File: config.mk
export PLATFORM = sky130hd
export DESIGN_NAME = cfg_req_width_bridge_flat
export DESIGN_NICKNAME = d
export VERILOG_FILES = /design/src/rtl/cfg_req_width_bridge_if.sv /design/src/rtl/cfg_req_width_bridge.sv /design/src/flat_wrapper.sv
export SDC_FILE = /design/constraint.sdc
export NUM_CORES = 1
export LEC_CHECK = 0
export BUFFER_PORTS_ARGS = -buffer_cell sky130_fd_sc_hd__buf_2
export CAP_MARGIN = 20
export CORE_ASPECT_RATIO = 0.75
export CORE_MARGIN = 3
export CORE_UTILIZATION = 30
export DETAILED_ROUTE_END_ITERATION = 6
export MAX_ROUTING_LAYER = met4
export PLACE_DENSITY = 0.65
export SETUP_SLACK_MARGIN = 0.4
export SLEW_MARGIN = 0
export SYNTH_ARGS = -nofsm -noshare
export SYNTH_HDL_FRONTEND = slang
export SYNTH_SLANG_ARGS = --single-unit
export TNS_END_PERCENT = 5
File: constraint.sdc
create_clock -name clk -period 2.8 [get_ports clk]
set_input_delay 0.84 -clock clk [delete_from_list [all_inputs] [get_ports clk]]
set_output_delay 0.84 -clock clk [all_outputs]
set_load 0.02 [all_outputs]
File: src/rtl/cfg_req_width_bridge_if.sv
// Config request/ack bundle seen by the width bridge: one wide upstream
// request/ack pair and one narrow downstream request/ack pair.
// slave  : the bridge itself (takes upstream requests, drives downstream).
// master : the surrounding fabric / register bank model.
interface cfg_req_width_bridge_if #(
    parameter int UP_W   = 64,
    parameter int DN_W   = 32,
    parameter int ADDR_W = 48
);
    // upstream request
    logic                up_req_valid;
    logic                up_req_ready;
    logic [3:0]          up_req_opcode;
    logic [ADDR_W-1:0]   up_req_addr;
    logic [UP_W/8-1:0]   up_req_be;
    logic [UP_W-1:0]     up_req_data;
    logic [7:0]          up_req_sai;
    logic [7:0]          up_req_fid;
    logic [2:0]          up_req_bar;
    // upstream merged ack
    logic                up_ack_read_valid;
    logic                up_ack_read_miss;
    logic                up_ack_write_valid;
    logic                up_ack_write_miss;
    logic                up_ack_sai_successfull;
    logic [UP_W-1:0]     up_ack_data;
    // downstream beat request
    logic                dn_req_valid;
    logic [3:0]          dn_req_opcode;
    logic [ADDR_W-1:0]   dn_req_addr;
    logic [DN_W/8-1:0]   dn_req_be;
    logic [DN_W-1:0]     dn_req_data;
    logic [7:0]          dn_req_sai;
    logic [7:0]          dn_req_fid;
    logic [2:0]          dn_req_bar;
    // downstream beat ack
    logic                dn_ack_read_valid;
    logic                dn_ack_read_miss;
    logic                dn_ack_write_valid;
    logic                dn_ack_write_miss;
    logic                dn_ack_sai_successfull;
    logic [DN_W-1:0]     dn_ack_data;

    modport slave (
        input  up_req_valid, up_req_opcode, up_req_addr, up_req_be, up_req_data,
               up_req_sai, up_req_fid, up_req_bar,
        output up_req_ready,
        output up_ack_read_valid, up_ack_read_miss, up_ack_write_valid,
               up_ack_write_miss, up_ack_sai_successfull, up_ack_data,
        output dn_req_valid, dn_req_opcode, dn_req_addr, dn_req_be, dn_req_data,
               dn_req_sai, dn_req_fid, dn_req_bar,
        input  dn_ack_read_valid, dn_ack_read_miss, dn_ack_write_valid,
               dn_ack_write_miss, dn_ack_sai_successfull, dn_ack_data
    );

    modport master (
        output up_req_valid, up_req_opcode, up_req_addr, up_req_be, up_req_data,
               up_req_sai, up_req_fid, up_req_bar,
        input  up_req_ready,
        input  up_ack_read_valid, up_ack_read_miss, up_ack_write_valid,
               up_ack_write_miss, up_ack_sai_successfull, up_ack_data,
        input  dn_req_valid, dn_req_opcode, dn_req_addr, dn_req_be, dn_req_data,
               dn_req_sai, dn_req_fid, dn_req_bar,
        output dn_ack_read_valid, dn_ack_read_miss, dn_ack_write_valid,
               dn_ack_write_miss, dn_ack_sai_successfull, dn_ack_data
    );
endinterface

File: src/rtl/cfg_req_width_bridge.sv
// Splits one UP_W-bit config request into DN_W-bit downstream beats, one beat
// outstanding at a time, skipping beats whose byte enables are all zero, and
// merges the beat acks into a single upstream ack. Illegal opcodes (>7) and
// all-zero-be requests are answered without downstream traffic.
module cfg_req_width_bridge #(
    parameter int UP_W   = 64,
    parameter int DN_W   = 32,
    parameter int ADDR_W = 48,
    parameter int TMO_W  = 8,
    parameter int TMO_EN = 1
) (
    input  logic                   clk,
    input  logic                   rst_n,
    cfg_req_width_bridge_if.slave  bus
);
    localparam int RATIO  = UP_W / DN_W;
    localparam int UPB    = UP_W / 8;
    localparam int DNB    = DN_W / 8;
    localparam int DNB_LG = $clog2(DNB);
    localparam int BW     = (RATIO > 1) ? $clog2(RATIO) : 1;
    // low address bits dropped to align the request to the upstream width
    localparam logic [ADDR_W-1:0] OFF_MASK = ADDR_W'(UPB - 1);
    // the cycle whose increment makes the counter all-ones ends the wait
    localparam logic [TMO_W-1:0]  TMO_LAST = {{(TMO_W-1){1'b1}}, 1'b0};

    typedef enum logic [1:0] {IDLE, ISSUE, WAIT, RESP} state_t;

    state_t              state, state_nxt;
    logic [3:0]          op_q;
    logic [ADDR_W-1:0]   base_q;
    logic [UPB-1:0]      be_q;
    logic [UP_W-1:0]     data_q;
    logic [UP_W-1:0]     rdata_q;
    logic [7:0]          sai_q, fid_q;
    logic [2:0]          bar_q;
    logic [BW-1:0]       beat_q;
    logic [TMO_W-1:0]    tmo_cnt;
    logic                miss_q;
    logic                sai_ok_q;

    logic                is_rd;
    logic                ack_any, ack_good, tmo_hit;
    logic [UPB-1:0]      srch_be;
    int                  srch_from;
    logic                nb_found;
    logic [BW-1:0]       nb_idx;

    assign is_rd    = ~op_q[0];
    assign ack_any  = bus.dn_ack_read_valid | bus.dn_ack_read_miss |
                      bus.dn_ack_write_valid | bus.dn_ack_write_miss;
    // only a clean ack of the matching kind counts; anything else is a miss
    assign ack_good = is_rd ?
        (bus.dn_ack_read_valid & ~bus.dn_ack_read_miss & ~bus.dn_ack_write_valid & ~bus.dn_ack_write_miss) :
        (bus.dn_ack_write_valid & ~bus.dn_ack_write_miss & ~bus.dn_ack_read_valid & ~bus.dn_ack_read_miss);
    assign tmo_hit  = (TMO_EN != 0) && (tmo_cnt == TMO_LAST);

    // find the first beat with nonzero byte enables at or after the search start:
    // from beat 0 of the incoming request in IDLE, else after the current beat
    always_comb begin
        srch_be   = be_q;
        srch_from = int'(beat_q) + 1;
        if (state == IDLE) begin
            srch_be   = bus.up_req_be;
            srch_from = 0;
        end
        nb_found = 1'b0;
        nb_idx   = '0;
        for (int k = RATIO - 1; k >= 0; k--) begin
            if (k >= srch_from && srch_be[k*DNB +: DNB] != '0) begin
                nb_found = 1'b1;
                nb_idx   = BW'(k);
            end
        end
    end

    // state register
    always_ff @(posedge clk or negedge rst_n) begin
        if (!rst_n) state <= IDLE;
        else        state <= state_nxt;
    end

    // next-state decode
    always_comb begin
        state_nxt = state;
        case (state)
            IDLE:  if (bus.up_req_valid)
                       state_nxt = (bus.up_req_opcode[3] || !nb_found) ? RESP : ISSUE;
            ISSUE: state_nxt = WAIT;
            WAIT:  if (ack_any)      state_nxt = (ack_good && nb_found) ? ISSUE : RESP;
                   else if (tmo_hit) state_nxt = RESP;
            RESP:  state_nxt = IDLE;
            default: state_nxt = IDLE;
        endcase
    end

    // request capture, beat tracking, timeout counter and ack merging
    always_ff @(posedge clk or negedge rst_n) begin
        if (!rst_n) begin
            op_q     <= '0;
            base_q   <= '0;
            be_q     <= '0;
            data_q   <= '0;
            rdata_q  <= '0;
            sai_q    <= '0;
            fid_q    <= '0;
            bar_q    <= '0;
            beat_q   <= '0;
            tmo_cnt  <= '0;
            miss_q   <= 1'b0;
            sai_ok_q <= 1'b0;
        end else begin
            case (state)
                IDLE: if (bus.up_req_valid) begin
                    op_q     <= bus.up_req_opcode;
                    base_q   <= bus.up_req_addr & ~OFF_MASK;
                    be_q     <= bus.up_req_be;
                    data_q   <= bus.up_req_data;
                    sai_q    <= bus.up_req_sai;
                    fid_q    <= bus.up_req_fid;
                    bar_q    <= bus.up_req_bar;
                    beat_q   <= nb_idx;
                    rdata_q  <= '0;
                    sai_ok_q <= 1'b1;
                    // an illegal opcode is answered as a miss straight away
                    miss_q   <= bus.up_req_opcode[3];
                end
                ISSUE: tmo_cnt <= '0;
                WAIT: begin
                    tmo_cnt <= tmo_cnt + TMO_W'(1);
                    if (ack_any) begin
                        if (ack_good) begin
                            if (is_rd) rdata_q[int'(beat_q)*DN_W +: DN_W] <= bus.dn_ack_data;
                            sai_ok_q <= sai_ok_q & bus.dn_ack_sai_successfull;
                            if (nb_found) beat_q <= nb_idx;
                        end else begin
                            miss_q <= 1'b1;
                        end
                    end else if (tmo_hit) begin
                        miss_q   <= 1'b1;
                        sai_ok_q <= 1'b0;
                    end
                end
                default: ;
            endcase
        end
    end

    // downstream beat fields are held from ISSUE until that beat's ack
    assign bus.up_req_ready   = (state == IDLE);
    assign bus.dn_req_valid   = (state == ISSUE);
    assign bus.dn_req_opcode  = op_q;
    assign bus.dn_req_addr    = base_q + (ADDR_W'(beat_q) << DNB_LG);
    assign bus.dn_req_be      = be_q[int'(beat_q)*DNB +: DNB];
    assign bus.dn_req_data    = data_q[int'(beat_q)*DN_W +: DN_W];
    assign bus.dn_req_sai     = sai_q;
    assign bus.dn_req_fid     = fid_q;
    assign bus.dn_req_bar     = bar_q;

    // merged ack: exactly one pulse during RESP
    assign bus.up_ack_read_valid      = (state == RESP) &  is_rd & ~miss_q;
    assign bus.up_ack_read_miss       = (state == RESP) &  is_rd &  miss_q;
    assign bus.up_ack_write_valid     = (state == RESP) & ~is_rd & ~miss_q;
    assign bus.up_ack_write_miss      = (state == RESP) & ~is_rd &  miss_q;
    assign bus.up_ack_sai_successfull = (state == RESP) & sai_ok_q;
    assign bus.up_ack_data            = (state == RESP) ? rdata_q : '0;
endmodule

File: src/flat_wrapper.sv
// flat-port wrapper written by rule: the top's interface ports become plain ports
module cfg_req_width_bridge_flat 
#(
    parameter int UP_W   = 64,
    parameter int DN_W   = 32,
    parameter int ADDR_W = 48,
    parameter int TMO_W  = 8,
    parameter int TMO_EN = 1
)
  (clk, rst_n, bus_up_req_valid, bus_up_req_opcode, bus_up_req_addr, bus_up_req_be, bus_up_req_data, bus_up_req_sai, bus_up_req_fid, bus_up_req_bar, bus_up_req_ready, bus_up_ack_read_valid, bus_up_ack_read_miss, bus_up_ack_write_valid, bus_up_ack_write_miss, bus_up_ack_sai_successfull, bus_up_ack_data, bus_dn_req_valid, bus_dn_req_opcode, bus_dn_req_addr, bus_dn_req_be, bus_dn_req_data, bus_dn_req_sai, bus_dn_req_fid, bus_dn_req_bar, bus_dn_ack_read_valid, bus_dn_ack_read_miss, bus_dn_ack_write_valid, bus_dn_ack_write_miss, bus_dn_ack_sai_successfull, bus_dn_ack_data);
  cfg_req_width_bridge_if #(.UP_W(UP_W), .DN_W(DN_W), .ADDR_W(ADDR_W)) bus_i ();
  input  logic clk;
  input  logic rst_n;
  input wire logic [$bits(bus_i.up_req_valid)-1:0] bus_up_req_valid;
  input wire logic [$bits(bus_i.up_req_opcode)-1:0] bus_up_req_opcode;
  input wire logic [$bits(bus_i.up_req_addr)-1:0] bus_up_req_addr;
  input wire logic [$bits(bus_i.up_req_be)-1:0] bus_up_req_be;
  input wire logic [$bits(bus_i.up_req_data)-1:0] bus_up_req_data;
  input wire logic [$bits(bus_i.up_req_sai)-1:0] bus_up_req_sai;
  input wire logic [$bits(bus_i.up_req_fid)-1:0] bus_up_req_fid;
  input wire logic [$bits(bus_i.up_req_bar)-1:0] bus_up_req_bar;
  output wire logic [$bits(bus_i.up_req_ready)-1:0] bus_up_req_ready;
  output wire logic [$bits(bus_i.up_ack_read_valid)-1:0] bus_up_ack_read_valid;
  output wire logic [$bits(bus_i.up_ack_read_miss)-1:0] bus_up_ack_read_miss;
  output wire logic [$bits(bus_i.up_ack_write_valid)-1:0] bus_up_ack_write_valid;
  output wire logic [$bits(bus_i.up_ack_write_miss)-1:0] bus_up_ack_write_miss;
  output wire logic [$bits(bus_i.up_ack_sai_successfull)-1:0] bus_up_ack_sai_successfull;
  output wire logic [$bits(bus_i.up_ack_data)-1:0] bus_up_ack_data;
  output wire logic [$bits(bus_i.dn_req_valid)-1:0] bus_dn_req_valid;
  output wire logic [$bits(bus_i.dn_req_opcode)-1:0] bus_dn_req_opcode;
  output wire logic [$bits(bus_i.dn_req_addr)-1:0] bus_dn_req_addr;
  output wire logic [$bits(bus_i.dn_req_be)-1:0] bus_dn_req_be;
  output wire logic [$bits(bus_i.dn_req_data)-1:0] bus_dn_req_data;
  output wire logic [$bits(bus_i.dn_req_sai)-1:0] bus_dn_req_sai;
  output wire logic [$bits(bus_i.dn_req_fid)-1:0] bus_dn_req_fid;
  output wire logic [$bits(bus_i.dn_req_bar)-1:0] bus_dn_req_bar;
  input wire logic [$bits(bus_i.dn_ack_read_valid)-1:0] bus_dn_ack_read_valid;
  input wire logic [$bits(bus_i.dn_ack_read_miss)-1:0] bus_dn_ack_read_miss;
  input wire logic [$bits(bus_i.dn_ack_write_valid)-1:0] bus_dn_ack_write_valid;
  input wire logic [$bits(bus_i.dn_ack_write_miss)-1:0] bus_dn_ack_write_miss;
  input wire logic [$bits(bus_i.dn_ack_sai_successfull)-1:0] bus_dn_ack_sai_successfull;
  input wire logic [$bits(bus_i.dn_ack_data)-1:0] bus_dn_ack_data;
  assign bus_i.up_req_valid = bus_up_req_valid;
  assign bus_i.up_req_opcode = bus_up_req_opcode;
  assign bus_i.up_req_addr = bus_up_req_addr;
  assign bus_i.up_req_be = bus_up_req_be;
  assign bus_i.up_req_data = bus_up_req_data;
  assign bus_i.up_req_sai = bus_up_req_sai;
  assign bus_i.up_req_fid = bus_up_req_fid;
  assign bus_i.up_req_bar = bus_up_req_bar;
  assign bus_up_req_ready = bus_i.up_req_ready;
  assign bus_up_ack_read_valid = bus_i.up_ack_read_valid;
  assign bus_up_ack_read_miss = bus_i.up_ack_read_miss;
  assign bus_up_ack_write_valid = bus_i.up_ack_write_valid;
  assign bus_up_ack_write_miss = bus_i.up_ack_write_miss;
  assign bus_up_ack_sai_successfull = bus_i.up_ack_sai_successfull;
  assign bus_up_ack_data = bus_i.up_ack_data;
  assign bus_dn_req_valid = bus_i.dn_req_valid;
  assign bus_dn_req_opcode = bus_i.dn_req_opcode;
  assign bus_dn_req_addr = bus_i.dn_req_addr;
  assign bus_dn_req_be = bus_i.dn_req_be;
  assign bus_dn_req_data = bus_i.dn_req_data;
  assign bus_dn_req_sai = bus_i.dn_req_sai;
  assign bus_dn_req_fid = bus_i.dn_req_fid;
  assign bus_dn_req_bar = bus_i.dn_req_bar;
  assign bus_i.dn_ack_read_valid = bus_dn_ack_read_valid;
  assign bus_i.dn_ack_read_miss = bus_dn_ack_read_miss;
  assign bus_i.dn_ack_write_valid = bus_dn_ack_write_valid;
  assign bus_i.dn_ack_write_miss = bus_dn_ack_write_miss;
  assign bus_i.dn_ack_sai_successfull = bus_dn_ack_sai_successfull;
  assign bus_i.dn_ack_data = bus_dn_ack_data;
  cfg_req_width_bridge #(.UP_W(UP_W), .DN_W(DN_W), .ADDR_W(ADDR_W), .TMO_W(TMO_W), .TMO_EN(TMO_EN)) u_core (.clk(clk), .rst_n(rst_n), .bus(bus_i));
endmodule
==> results of run 1 <==
timing repair:
| action | CTS | global route |
|---|---|---|
| setup endpoints to repair | 107 | 108 |
| setup buffers | 5 | 2 |
| gates cloned | 2 | 8 |
| resized for setup | 3 | 86 |
| pin swaps | 1 | 4 |
cell families (layout without fill, tap and decap cells):
family	Yosys count	after routing
other cells	1	6
fa+ha+maj	7	7
flops	217	217
mux	176	176
simple gates	118	118
compound gates	101	101
buf+inv	54	437
xor+xnor	1	1
critical path, cell delays in order, from the launching register on:
cell and delay [ps]:
sky130_fd_sc_hd__dfrtp_2 450, sky130_fd_sc_hd__buf_8 160, sky130_fd_sc_hd__clkbuf_16 170, sky130_fd_sc_hd__mux2_4 310, sky130_fd_sc_hd__buf_6 130
metrics by stage:
stage / setup WS [ps] / instance area, um2 / hold WS [ps]
after CTS: 144.8 / 12490 / 308.5
after global placement: 500.3 / 11570 / 469.3
final: 209.1 / 12930 / 289.5
after floorplan: 603.2 / 9311 / 458.5
after global routing: 154.7 / 12920 / 314.6
after detailed placement: 519.4 / 11570 / 476.9
report_power, final:
part	switching [mW]	internal, mW
clock network	1.26	1.95
registers	0.654	4.31
logic	3.44	3.03
cell usage after synthesis (all sizes together) (2+ instances only):
cell type	n
dfrtp	217
mux2	176
and2	65
a22o	64
buf	35
o21ai	17
nand2	12
clkbuf	11
nor2	11
a21oi	10
inv	8
ha	7
nand3	5
nand2b	3
nand4	3
nor2b	3
a31oi	2
and3	2
nand3b	2
nor3	2
nor3b	2
nor4	2
or3	2
layer usage:
layer / vias to the layer above / part of all wire [%] / routed length [um]
met3: 34 / 8.9 / 2385
met5: - / 0 / 0
met4: 0 / 2.0 / 531
met1: 3419 / 43 / 11600
li1: 3151 / - / -
met2: 276 / 46 / 12170
how the worst max path moves through the flow:
stage                            endpoint  slack (ps)
finish                 bus_dn_req_data[3]         210
CTS                    bus_dn_req_data[9]         140
floorplan           bus_up_ack_read_valid         600
global route          bus_up_ack_data[46]         150
detailed placement      u_core.rdata_q[8]         520
global placement        u_core.rdata_q[3]         500
sequential cells by signal, indices dropped and copies added, names as in the netlist:
register and count:
u_core.data_q 64, u_core.rdata_q 64, u_core.base_q 45, u_core.be_q 8, u_core.bus.dn_req_fid 8, u_core.bus.dn_req_sai 8, u_core.tmo_cnt 8, u_core.bus.dn_req_opcode 4
u_core.bus.dn_req_bar 3, u_core.state 2, u_core.beat_q 1, u_core.miss_q 1, u_core.sai_ok_q 1
cell type report:
type | instances | share of cell area [%]
Antenna cell | 4 | 0.07744
Tap cell | 399 | 3.862
Timing Repair Buffer | 387 | 19.16
Inverter | 8 | 0.2323
Multi-Input combinational cell | 405 | 28.48
Sequential cell | 217 | 42.03
Clock inverter | 9 | 0.9583
Clock buffer | 33 | 5.208
cells in the final DEF, fill, tap and decap left out, drive strengths merged, types with 9 or more instances in the layout:
master	synthesis	final
clkbuf	11	38
a21oi	10	10
o21ai	17	17
nand2	12	12
and2	65	65
inv	8	9
dfrtp	217	217
a22o	64	64
buf	35	382
nor2	11	11
mux2	176	176
==> impl.org, run 1 <==
** STA
- Min Tclk post-route :: 2591 ps
- Derived from the worst setup path, the maximum achievable clock frequency is between 0.3 and 0.4 GHz.
- Adding up every negative setup slack in the final design gives 0 ps.
- Max-slew violation total from the final report :: 0
- Setup repair after global routing could not meet its margin everywhere.
- Tightest slew margin relative to the limit :: 57.43%
- Across the routed clock network, the largest skew measured is about 8.3 ps.
- Setup violations remaining at the end of the flow were counted as 0.
- The final hold violation count came to 0.
- At the pin with the least slew margin, the transition time is 638.6 ps.
- Share of the cycle needed by the critical path after routing :: approximately 93%

** Finish
- Number of fill cells :: about 2,900
- Measured on the finished design, the core utilization comes to between 40% and 50%.
- Net count, final :: approximately 1,200
- Compared with the post-synthesis result, the final layout area differs by 38.88%.
- In the final layout, the multi-input gates occupy 3681 um2.
- The sequential cells in the finished layout cover a total of between 5000 and 6000 um2.
- Final instance count without filler cells :: 1,462
- Share of layout cells above drive strength 1 :: around 57%

** Floorplanning
- The die is around 160 um tall.
- Initial Utilization :: 30.67%
- Area of the die :: 33,200 um2
- The die is ~210 um wide.
- Boundary pin count :: about 360
- Cell Rows :: between 50 and 60
- Core area :: between 30,000 and 40,000 um2

** Clock tree
- Number of sinks driven by the clock tree :: approximately 220
- Cell at the root of the clock tree :: sky130_fd_sc_hd__clkbuf_16
- Hold repair after CTS inserted 0 buffers.
- TritonCTS built the clock tree.
- In this run the number of H-tree levels came out at 1.
- The later pin in the worst-skew pair is clocked with a latency of between 500 and 600 ps.
- In this run, CTS created clock tree buffers numbering 23.
- After clock tree synthesis, the clock-pin slew on the worst setup and hold paths is 60 ps.
- Clock tree buffer depth :: 3

** Logic synthesis
- The number of different library cells used by synthesis comes to 45.
- Sequential cell area fraction in the yosys report :: 58.34%
- Synthesis produced 675 cells.
- In the synthesized netlist, mux cells make up a little over a fifth of the area.
- Of the total synthesized cell area, the portion taken by full adders, half adders and majority gates is less than 1%.
- The synthesized design contains 0 enable-type register cells.
- Mean post-synth cell area :: ~14 um2
- The synthesized netlist devotes less than 1% of its cell area to XOR and XNOR gates.
- Netlist Area Pre-Place :: roughly 9300 um2
- The Yosys step of the flow raised 0 warnings.
- In the synthesized netlist the dominant register cell turns out to be sky130_fd_sc_hd__dfrtp_1.
- Share of the synthesized area in compound gates (AO/OA/AOI/OAI) :: under 10%
- The largest total area in the synthesized netlist belongs to sky130_fd_sc_hd__dfrtp_1.
- For this run, asynchronously set or reset flops after synthesis account for 100.0%.
- After synthesis, the cell types taking the most area are sky130_fd_sc_hd__dfrtp_1 (58%), sky130_fd_sc_hd__mux2_2 (19%), sky130_fd_sc_hd__a22o_1 (6.0%), sky130_fd_sc_hd__and2_1 (4.4%), sky130_fd_sc_hd__mux2_1 (2.7%).
- Fraction of the mapped netlist area in simple logic gates :: between 7 and 8%
- Dominant combinational cell family by area after synthesis :: multiplexers
- Register bit count reported by yosys :: between 200 and 250
- The synthesized design devotes to its leading area cell type a little under 60% of total area.

** Worst setup path
- STA classifies the critical path endpoint as an output port.
- Data arrives at the worst endpoint at between 1500 and 2000 ps.
- STA classifies the critical path startpoint as a register.
- Worst Reg2Reg Path Length in Cells :: 7
- Maximum fanout count along the critical path :: 5
- The critical path starts at u_core.beat_q.
- Category of the critical setup timing path :: register to output port
- The worst register-to-register path ends at u_core.rdata_q[27].
- Reg-to-Reg Start :: u_core.state[0]
- In this run the register-to-register setup slack is approximately 600 ps.
- CP required :: 1960 ps

** Global routing
- For met1 alone, demand over resource in global routing was roughly a fifth.
- Vias in the first global route :: slightly above 7,000
- Pin count of the biggest net entering global routing :: slightly below 80
- Summed over all layers, the global routing overflow is 0.
- For this run, the total global-route usage over all layers was measured as between 10 and 15%.
- Number of antenna violations at the first check in global routing :: 3
- Global routing consumed, on the met2 layer, ~23% of the routing resources.
- Layer carrying the most global-route usage :: met2
- Global routing met3 resource utilization :: under 10%
- The first global-routing pass estimated approximately 39,000 um of wire.

** Routing
- Ratio of routed vias to standard cells :: roughly 4.7
- In this run the remaining antenna-violating nets after routing total 0.
- In the routed design, unresolved DRC markers number 0.
- For this block, the routed nets add up to 26,690 um of wire.
- Summing over every cut layer, the via total after detailed routing is 6,880.
- Routed len/inst :: approximately 18 um
- For this block, the initial DRC count from the detailed router was about 340.
- For this run, the detailed router's first-pass iteration total came to 4.

** Placed design
- Placed Cells incl. Taps :: between 1,000 and 1,500
- Once detailed placement completed, the half-perimeter wirelength came to approximately 18,000 um.
- Port buffer count :: approximately 360
- The congestion estimate from routability-driven global placement came to a little under 0.8.

** Run status
- Outcome :: finished clean

** Power and ir drop
- Power density relative to cell area :: around 1100 nW/um2
- Total power for the finished layout comes to about 15 mW.
- Summed over all cells, the static leakage comes to around 6.4 nW.
- Across the VDD grid, the largest voltage drop is approximately 0.00085 V.

** Job
- Maximum Capacitance Violations :: 0

** Hold path
- Tightest Hold Check Type :: input pin to asynchronous set/reset pin
No activity file was read; power rests on OpenSTA's default activity.
==> run 2, diff against run 1 <==
Settings changed: CELL_PAD_IN_SITES_DETAIL_PLACEMENT set to 0, CELL_PAD_IN_SITES_GLOBAL_PLACEMENT set to 1, PLACE_DENSITY 0.65 to 0.76.
==> impl.org, run 2 (same netlist as run 1, synthesis figures left out) <==
** Run status
- Outcome :: finished clean (unchanged)

** Clock tree
- Number of sinks driven by the clock tree :: 217 (unchanged)
- The hold buffer count at cts came to 0 (unchanged).
- Insertion delay of the later-clocked pin in the worst-skew pair :: 520 ps (was 510 ps)
- The CTS root buffer is sky130_fd_sc_hd__clkbuf_16 (unchanged).
- Clock transition at the register clock pins on the worst setup and hold paths after CTS :: 60 ps (about the same)
- Number of buffers created by CTS :: 24 (was 23)
- Clock tree buffer depth :: 3 (unchanged)
- H-tree levels :: 1 (unchanged)
- The clock tree from TritonCTS is yes (unchanged).

** Global routing
- The combined global-route utilization of all metal layers was 15.07% (was 14.92%).
- First-pass GRT wire length :: 39,060 um (was 38,980 um)
- Total global routing overflow :: 0 (unchanged)
- Number of antenna violations at the first check in global routing :: 4 (was 3)
- Vias in the first global route :: 7,028 (was 7,050)
- The maximum number of pins on one net before global-route repair came to 56 (was 77).

** Finish
- Post-route cell area :: 12,860 um2 (was 12,930 um2)
- Top flop regs :: u_core.data_q x64, u_core.rdata_q x64, u_core.base_q x45 (unchanged)
- Synthesis-to-finish area growth :: 38.15% (was 38.88%)
- Final instance count without filler cells :: 1,460 (was 1,462)
- The net count of the finished layout was 1,230 (was 1,232).
- Most frequent cells in the layout: sky130_fd_sc_hd__buf_2 (339), sky130_fd_sc_hd__dfrtp_1 (215), sky130_fd_sc_hd__mux2_2 (146) (was sky130_fd_sc_hd__buf_2 (323), sky130_fd_sc_hd__dfrtp_1 (215), sky130_fd_sc_hd__mux2_2 (148)).
- Leading cell type in the layout, fill and taps excluded :: sky130_fd_sc_hd__buf_2 (unchanged)
- Number of fill cells :: 2,873 (was 2,864)
- Share of layout cells above drive strength 1 :: 55.63% (was 56.56%)

** Routing
- The number of vias in the routed layout was 6,852 (was 6,880).
- The DRC marker count from the first detailed-route iteration came to 280 (was 339).
- The final routed DRC violation total came to 0 (unchanged).
- WL final :: 26,190 um (was 26,690 um)
- Ratio of routed vias to standard cells :: 4.693 (was 4.706)
- Number of optimization iterations in the first detailed-route pass :: 4 (unchanged)
- The post-detailed-route count of antenna-violating nets came to 0 (unchanged).
- Routed len/inst :: 17.94 um (was 18.25 um)

** Worst setup path
- The critical-path maximum fanout is 8 (was 5).
- Category of the critical setup timing path :: register to output port (unchanged)
- Slack of the worst reg-to-reg path :: 520 ps (was 590 ps)
- The most numerous cell type found on the critical path is sky130_fd_sc_hd__buf_12.
- The data arrival time of the worst path came to 1690 ps (was 1750 ps).
- Startpoint kind of the worst setup timing path :: register (unchanged)
- The worst-path cell with the longest stage delay was sky130_fd_sc_hd__dfrtp_2 (unchanged).
- Critical Path End Type :: output port (unchanged)
- CP required :: 1960 ps (about the same)
- Ordered cell list for the critical path :: buf_12 -> buf_12 -> mux2_4 -> buf_6 (was buf_8 -> clkbuf_16 -> mux2_4 -> buf_6)
- Delay of the slowest cell on the worst path :: 410 ps (was 450 ps)

** STA
- The post-route clock period utilization was 90.43% (was 92.53%).
- The final hold violation count is 0 (unchanged).
- The clock skew after layout came to 4.518 ps (was 8.256 ps).
- RSZ-0062 raised after global routing: yes (unchanged).
- Tightest slew margin relative to the limit :: 66.25% (was 57.43%)
- The maximum frequency from static timing analysis was 0.3949 GHz (was 0.3860 GHz).
- Setup TNS :: 0 ps (unchanged)
- The shortest period the worst path allows is 2532 ps (was 2591 ps).
- The worst-margin pin slew came to 506.2 ps (was 638.6 ps).
- Count of final setup violators :: 0 (unchanged)
- The final max-slew violation count came to 0 (unchanged).

** Power and ir drop
- The share of power burned in the clock network is 24.4% (was 21.9%).
- Post-route total power :: 14.91 mW (was 14.63 mW)
- Switching power summed over all nets :: 5.307 mW (was 5.348 mW)
- The maximum VDD drop was 0.0009602 V (was 0.0008493 V).
- The switching fraction of total power is 35.60% (was 36.56%).
- The power density normalized to cell area is 1159 nW/um2 (was 1132 nW/um2).
- Combinational power share :: 42.3% (was 44.2%)
- Relative contribution of sequential cells to total power :: 33.3% (was 33.9%)
- The leakage component of the power is 6.362 nW (was 6.359 nW).
- Total internal power :: 9.599 mW (was 9.280 mW)

** Floorplanning
- The x dimension of the die came to 209.4 um (unchanged).
- The standard cell core area is 30,350 um2 (unchanged).
- The starting density of the core came to 30.67% (unchanged).
- The y dimension of the die is 158.5 um (unchanged).
- The top-level port count came to 361 (unchanged).
- Cell Rows :: 55 (unchanged)
- The total die area was 33,200 um2 (unchanged).

** Placed design
- Global placement routability congestion :: 0.7276 (was 0.7771)
- The post-detailed-placement half-perimeter wirelength is 18,220 um (was 17,670 um).
- The count of port buffers added during placement came to 355 (unchanged).
- The instance count after placement with tap cells included was 1,400 (was 1,399).
- Instance area after placement :: 11,590 um2 (was 11,570 um2)

** Hold path
- The kind of path behind the tightest hold check is input pin to asynchronous set/reset pin (unchanged).

** Job
- The number of violations of the max-capacitance limit came to 0 (unchanged).
## run 2: cell types whose count changed in the layout (fill, tap and decap cells not counted), sizes merged
cell and change:
buf -1, bufinv +4, clkbuf -3, clkinv -1, inv -1
## run 2: worst paths after layout
| path | startpoint | end | depth (start not counted) |
|---|---|---|---|
| worst min register to register | u_core.data_q[14] | u_core.data_q[14] | 1 |
| worst max register to register | u_core.state[0] | u_core.state[1] | 8 |
| max in group asynchronous | rst_n | u_core.data_q[22] | 2 |
| worst max-delay path | u_core.beat_q | bus_dn_req_data[13] | 4 |
| worst min-delay path | rst_n | u_core.miss_q | 1 |
| min in group clk | u_core.data_q[14] | u_core.data_q[14] | 1 |
## run 2: layout make-up
class,instances,area [um2],share of cell area [%]
Tap cell,399,499.2,3.882
Antenna cell,4,10.01,0.07784
Clock buffer,32,681.9,5.303
Multi-Input combinational cell,405,3676,28.59
Clock inverter,11,237.7,1.849
Inverter,8,30.03,0.2335
Timing Repair Buffer,384,2291,17.82
Sequential cell,217,5433,42.25
## run 2: metal layers
metal | part of all wire [%] | GRT usage [%]
met5 | 0 | -
met4 | 1.5 | 2.804
met3 | 9.3 | 5.338
met2 | 45 | 22.58
met1 | 44 | 20.01
## run 2: power groups by stage
stage	Sequential (mW)	Combinational, mW	Clock, mW
final	4.96	6.31	3.64
after global routing	5.11	6.81	3.88
after CTS	4.97	5.83	3.76
after detailed placement	5.03	5.70	0
after global placement	4.97	5.64	0
after floorplan	5.45	3.27	0
## run 2: what timing repair did
action	4_1_cts	5_1_grt
hold endpoints to repair	0	0
endpoints found under the setup margin	107	108
resized for setup	2	54
setup buffers	6	3
pin swaps	0	1
cloned	0	4
## run 2: critical path: cells and delay by family (launching register included)
kind     cells  cell delay, ps
mux          1             320
buf+inv      3             440
flops        1             410
## run 2: through the flow
| stage | utilization, % | hold WS, ps | setup slack (ps) |
|---|---|---|---|
| finish | 42.37 | 272.9 | 267.8 |
| global route | 42.37 | 274.4 | 198.3 |
| CTS | 41.43 | 254.1 | 165.3 |
| detailed placement | 38.18 | 475.4 | 475.3 |
| global placement | 38.18 | 469.5 | 489.1 |
| floorplan | - | 458.5 | 603.2 |
==> run 3, diff against run 2 <==
Settings changed: CORE_UTILIZATION 30 to 41, PLACE_DENSITY 0.76 to 0.95.
==> impl.org, run 3 (same netlist as run 1, synthesis figures left out) <==
** Run status
- Outcome: finished clean (unchanged).

** Job
- The number of violations of the max-capacitance limit came to 0 (unchanged).

** Clock tree
- The clock tree from TritonCTS was yes (unchanged).
- Number of sinks driven by the clock tree :: 217 (unchanged)
- The clock network latency to the later pin of the worst-skew pair was 510 ps (was 520 ps).
- The maximum number of buffers from clock root to sink came to 3 (unchanged).
- Number of buffers created by CTS :: 23 (was 24)
- Clock transition at the register clock pins on the worst setup and hold paths after CTS :: 60 ps (about the same)
- The H-tree depth came to 1 (unchanged).
- Post-CTS Hold Fix Bufs :: 0 (unchanged)
- Cell at the root of the clock tree :: sky130_fd_sc_hd__clkbuf_16 (unchanged)

** Global routing
- The initial antenna violation count was 4 (unchanged).
- The combined global-route utilization of all metal layers came to 19.98% (was 15.07%).
- The global-route wire length before repair was 38,290 um (was 39,060 um).
- The via count of the first global-routing pass came to 7,142 (was 7,028).
- The maximum number of pins on one net before global-route repair is 70 (was 56).
- Total global routing overflow :: 0 (unchanged)

** Power and ir drop
- Power density relative to cell area :: 1137 nW/um2 (was 1159 nW/um2)
- Leakage power :: 6.275 nW (was 6.362 nW)
- The maximum VDD drop came to 0.001032 V (was 0.0009602 V).
- Post-route total power :: 14.33 mW (was 14.91 mW)

** Placed design
- Port buffer count :: 355 (unchanged)
- Final HPWL from detailed placement :: 17,920 um (was 18,220 um)
- The instance count after placement with tap cells included is 1,297 (was 1,400).
- Global placement routability congestion :: 0.7803 (was 0.7276)

** STA
- Setup TNS :: 0 ps (unchanged)
- Post-route clock skew :: 11.99 ps (was 4.518 ps)
- Worst Tran Pin Value :: 552.0 ps (was 506.2 ps)
- RSZ-0062 raised after global routing: yes (unchanged).
- The worst hold margin came to 299.3 ps (was 272.9 ps).
- Number of endpoints with negative hold slack in the final report :: 0 (unchanged)
- The relative slew slack came to 63.20% (was 66.25%).
- The maximum frequency from static timing analysis came to 0.3868 GHz (was 0.3949 GHz).
- Max-slew violation total from the final report :: 0 (unchanged)
- The final number of setup-violating endpoints was 0 (unchanged).
- The post-route clock period utilization was 92.33% (was 90.43%).
- The shortest period the worst path allows came to 2585 ps (was 2532 ps).

** Routing
- Wl on met1 :: 10,280 um (was 11,500 um)
- The amount of wire on met2 after detailed routing is 12,550 um (was 11,840 um).
- The total length of routed wires was 25,760 um (was 26,190 um).
- Vias after detailed routing :: 6,904 (was 6,852)
- The first-pass iteration count of the detailed router came to 5 (was 4).
- Uppermost signal routing layer after detailed routing :: met4 (unchanged)
- The routed via count divided by cell count is 5.110 (was 4.693).
- The post-detailed-route count of antenna-violating nets is 0 (unchanged).
- The final routed DRC violation total was 0 (unchanged).
- Routed len/inst :: 19.07 um (was 17.94 um)
- The DRC marker count from the first detailed-route iteration was 371 (was 280).
- DR WL met3 :: 2296 um (was 2445 um)

** Floorplanning
- Cell Rows :: 47 (was 55)
- Die X :: 180.0 um (was 209.4 um)
- Die height :: 136.5 um (was 158.5 um)
- Initial Utilization :: 41.98% (was 30.67%)
- The total die area was 24,560 um2 (was 33,200 um2).
- Core area :: 22,170 um2 (was 30,350 um2)
- Boundary pin count :: 361 (unchanged)

** Worst setup path
- Critical path data arrival time :: 1750 ps (was 1690 ps)
- CP required :: 1960 ps (about the same)
- The type of destination of the critical path is an output port (unchanged).
- Startpoint kind of the worst setup timing path :: register (unchanged)
- Maximum fanout count along the critical path :: 4 (was 8)
- Category of the critical setup timing path :: register to output port (unchanged)

** Finish
- The utilization after layout came to 56.81% (was 42.37%).
- The leading cell type in the layout, fill and taps excluded was sky130_fd_sc_hd__buf_2 (unchanged).
- The count of fill cells added during filler insertion came to 1,818 (was 2,873).
- Top flop regs: u_core.data_q x64, u_core.rdata_q x64, u_core.base_q x45 (unchanged).
- Net count, final :: 1,226 (was 1,230)
- Synthesis-to-finish area growth :: 35.31% (was 38.15%)
- The count of non-filler cells in the finished layout came to 1,351 (was 1,460).
- Share of layout cells above drive strength 1 :: 55.46% (was 55.63%)
- Most frequent cells in the layout :: sky130_fd_sc_hd__buf_2 (333), sky130_fd_sc_hd__dfrtp_1 (216), sky130_fd_sc_hd__mux2_2 (154) (was sky130_fd_sc_hd__buf_2 (339), sky130_fd_sc_hd__dfrtp_1 (215), sky130_fd_sc_hd__mux2_2 (146))

** Hold path
- Tightest Hold Check Type :: input pin to asynchronous set/reset pin (unchanged)
## run 3: cell count changes in the layout (fill, tap and decap cells not counted), sizes merged
| cell | previous run | this run |
|---|---|---|
| bufinv | 7 | 1 |
| buf | 381 | 376 |
| clkinv | 4 | 6 |
| inv | 8 | 10 |
| bufbuf | 0 | 1 |
| clkbuf | 35 | 36 |
| clkinvlp | 0 | 1 |
## run 3: path summary, 6_finish.rpt
check                                  start                  endpoint  slack, ps  cells after the start
max in group asynchronous              rst_n  u_core.bus.dn_req_fid[5]       1850                      2
hold / removal                         rst_n         u_core.rdata_q[0]        300                      1
setup / recovery               u_core.beat_q       bus_dn_req_data[26]        210                      4
min in group clk           u_core.base_q[27]         u_core.base_q[27]        480                      1
hold reg to reg            u_core.base_q[27]         u_core.base_q[27]        480                      1
setup reg to reg             u_core.state[0]           u_core.state[1]        660                      7
## run 3: per-layer routing
layer / vias up / track usage (%)
li1: 3147 / -
met1: 3406 / 24.91
met2: 309 / 32.07
met3: 42 / 6.125
met4: 0 / 5.281
met5: - / -
## run 3: report_power, final
group	total [mW]	switching, mW	internal, mW	leakage [nW]
Sequential	5.00	0.689	4.31	2.71
Clock	3.03	1.26	1.77	0.378
Combinational	6.30	3.34	2.95	3.19
## run 3: repair_timing
item / CTS / global route
setup endpoints to repair: 107 / 106
cloned: 1 / 3
setup buffers: 4 / 0
gates resized for setup: 40 / 13
## run 3: stage by stage
step                setup WS (ps)  cell area (um2)
finish                      214.7            12590
global route                164.8            12590
CTS                         183.4            12470
detailed placement          507.8            11490
global placement            538.5            11490
floorplan                   603.2             9311
## run 3: critical path, stage by stage, from the launching register on
cell and delay, ps:
sky130_fd_sc_hd__dfrtp_4 530, sky130_fd_sc_hd__buf_12 150, sky130_fd_sc_hd__buf_4 140, sky130_fd_sc_hd__mux2_2 270, sky130_fd_sc_hd__buf_2 160
## run 3: area by class of cell
type                            count  area (um2)  area share (%)
Clock inverter                     10       87.58          0.6954
Sequential cell                   217        5434           43.15
Clock buffer                       32       669.4           5.315
Timing Repair Buffer              381        2360           18.74
Multi-Input combinational cell    405        3636           28.87
Inverter                            8       30.03          0.2384
Tap cell                          294       367.9           2.921
Antenna cell                        4       10.01         0.07948
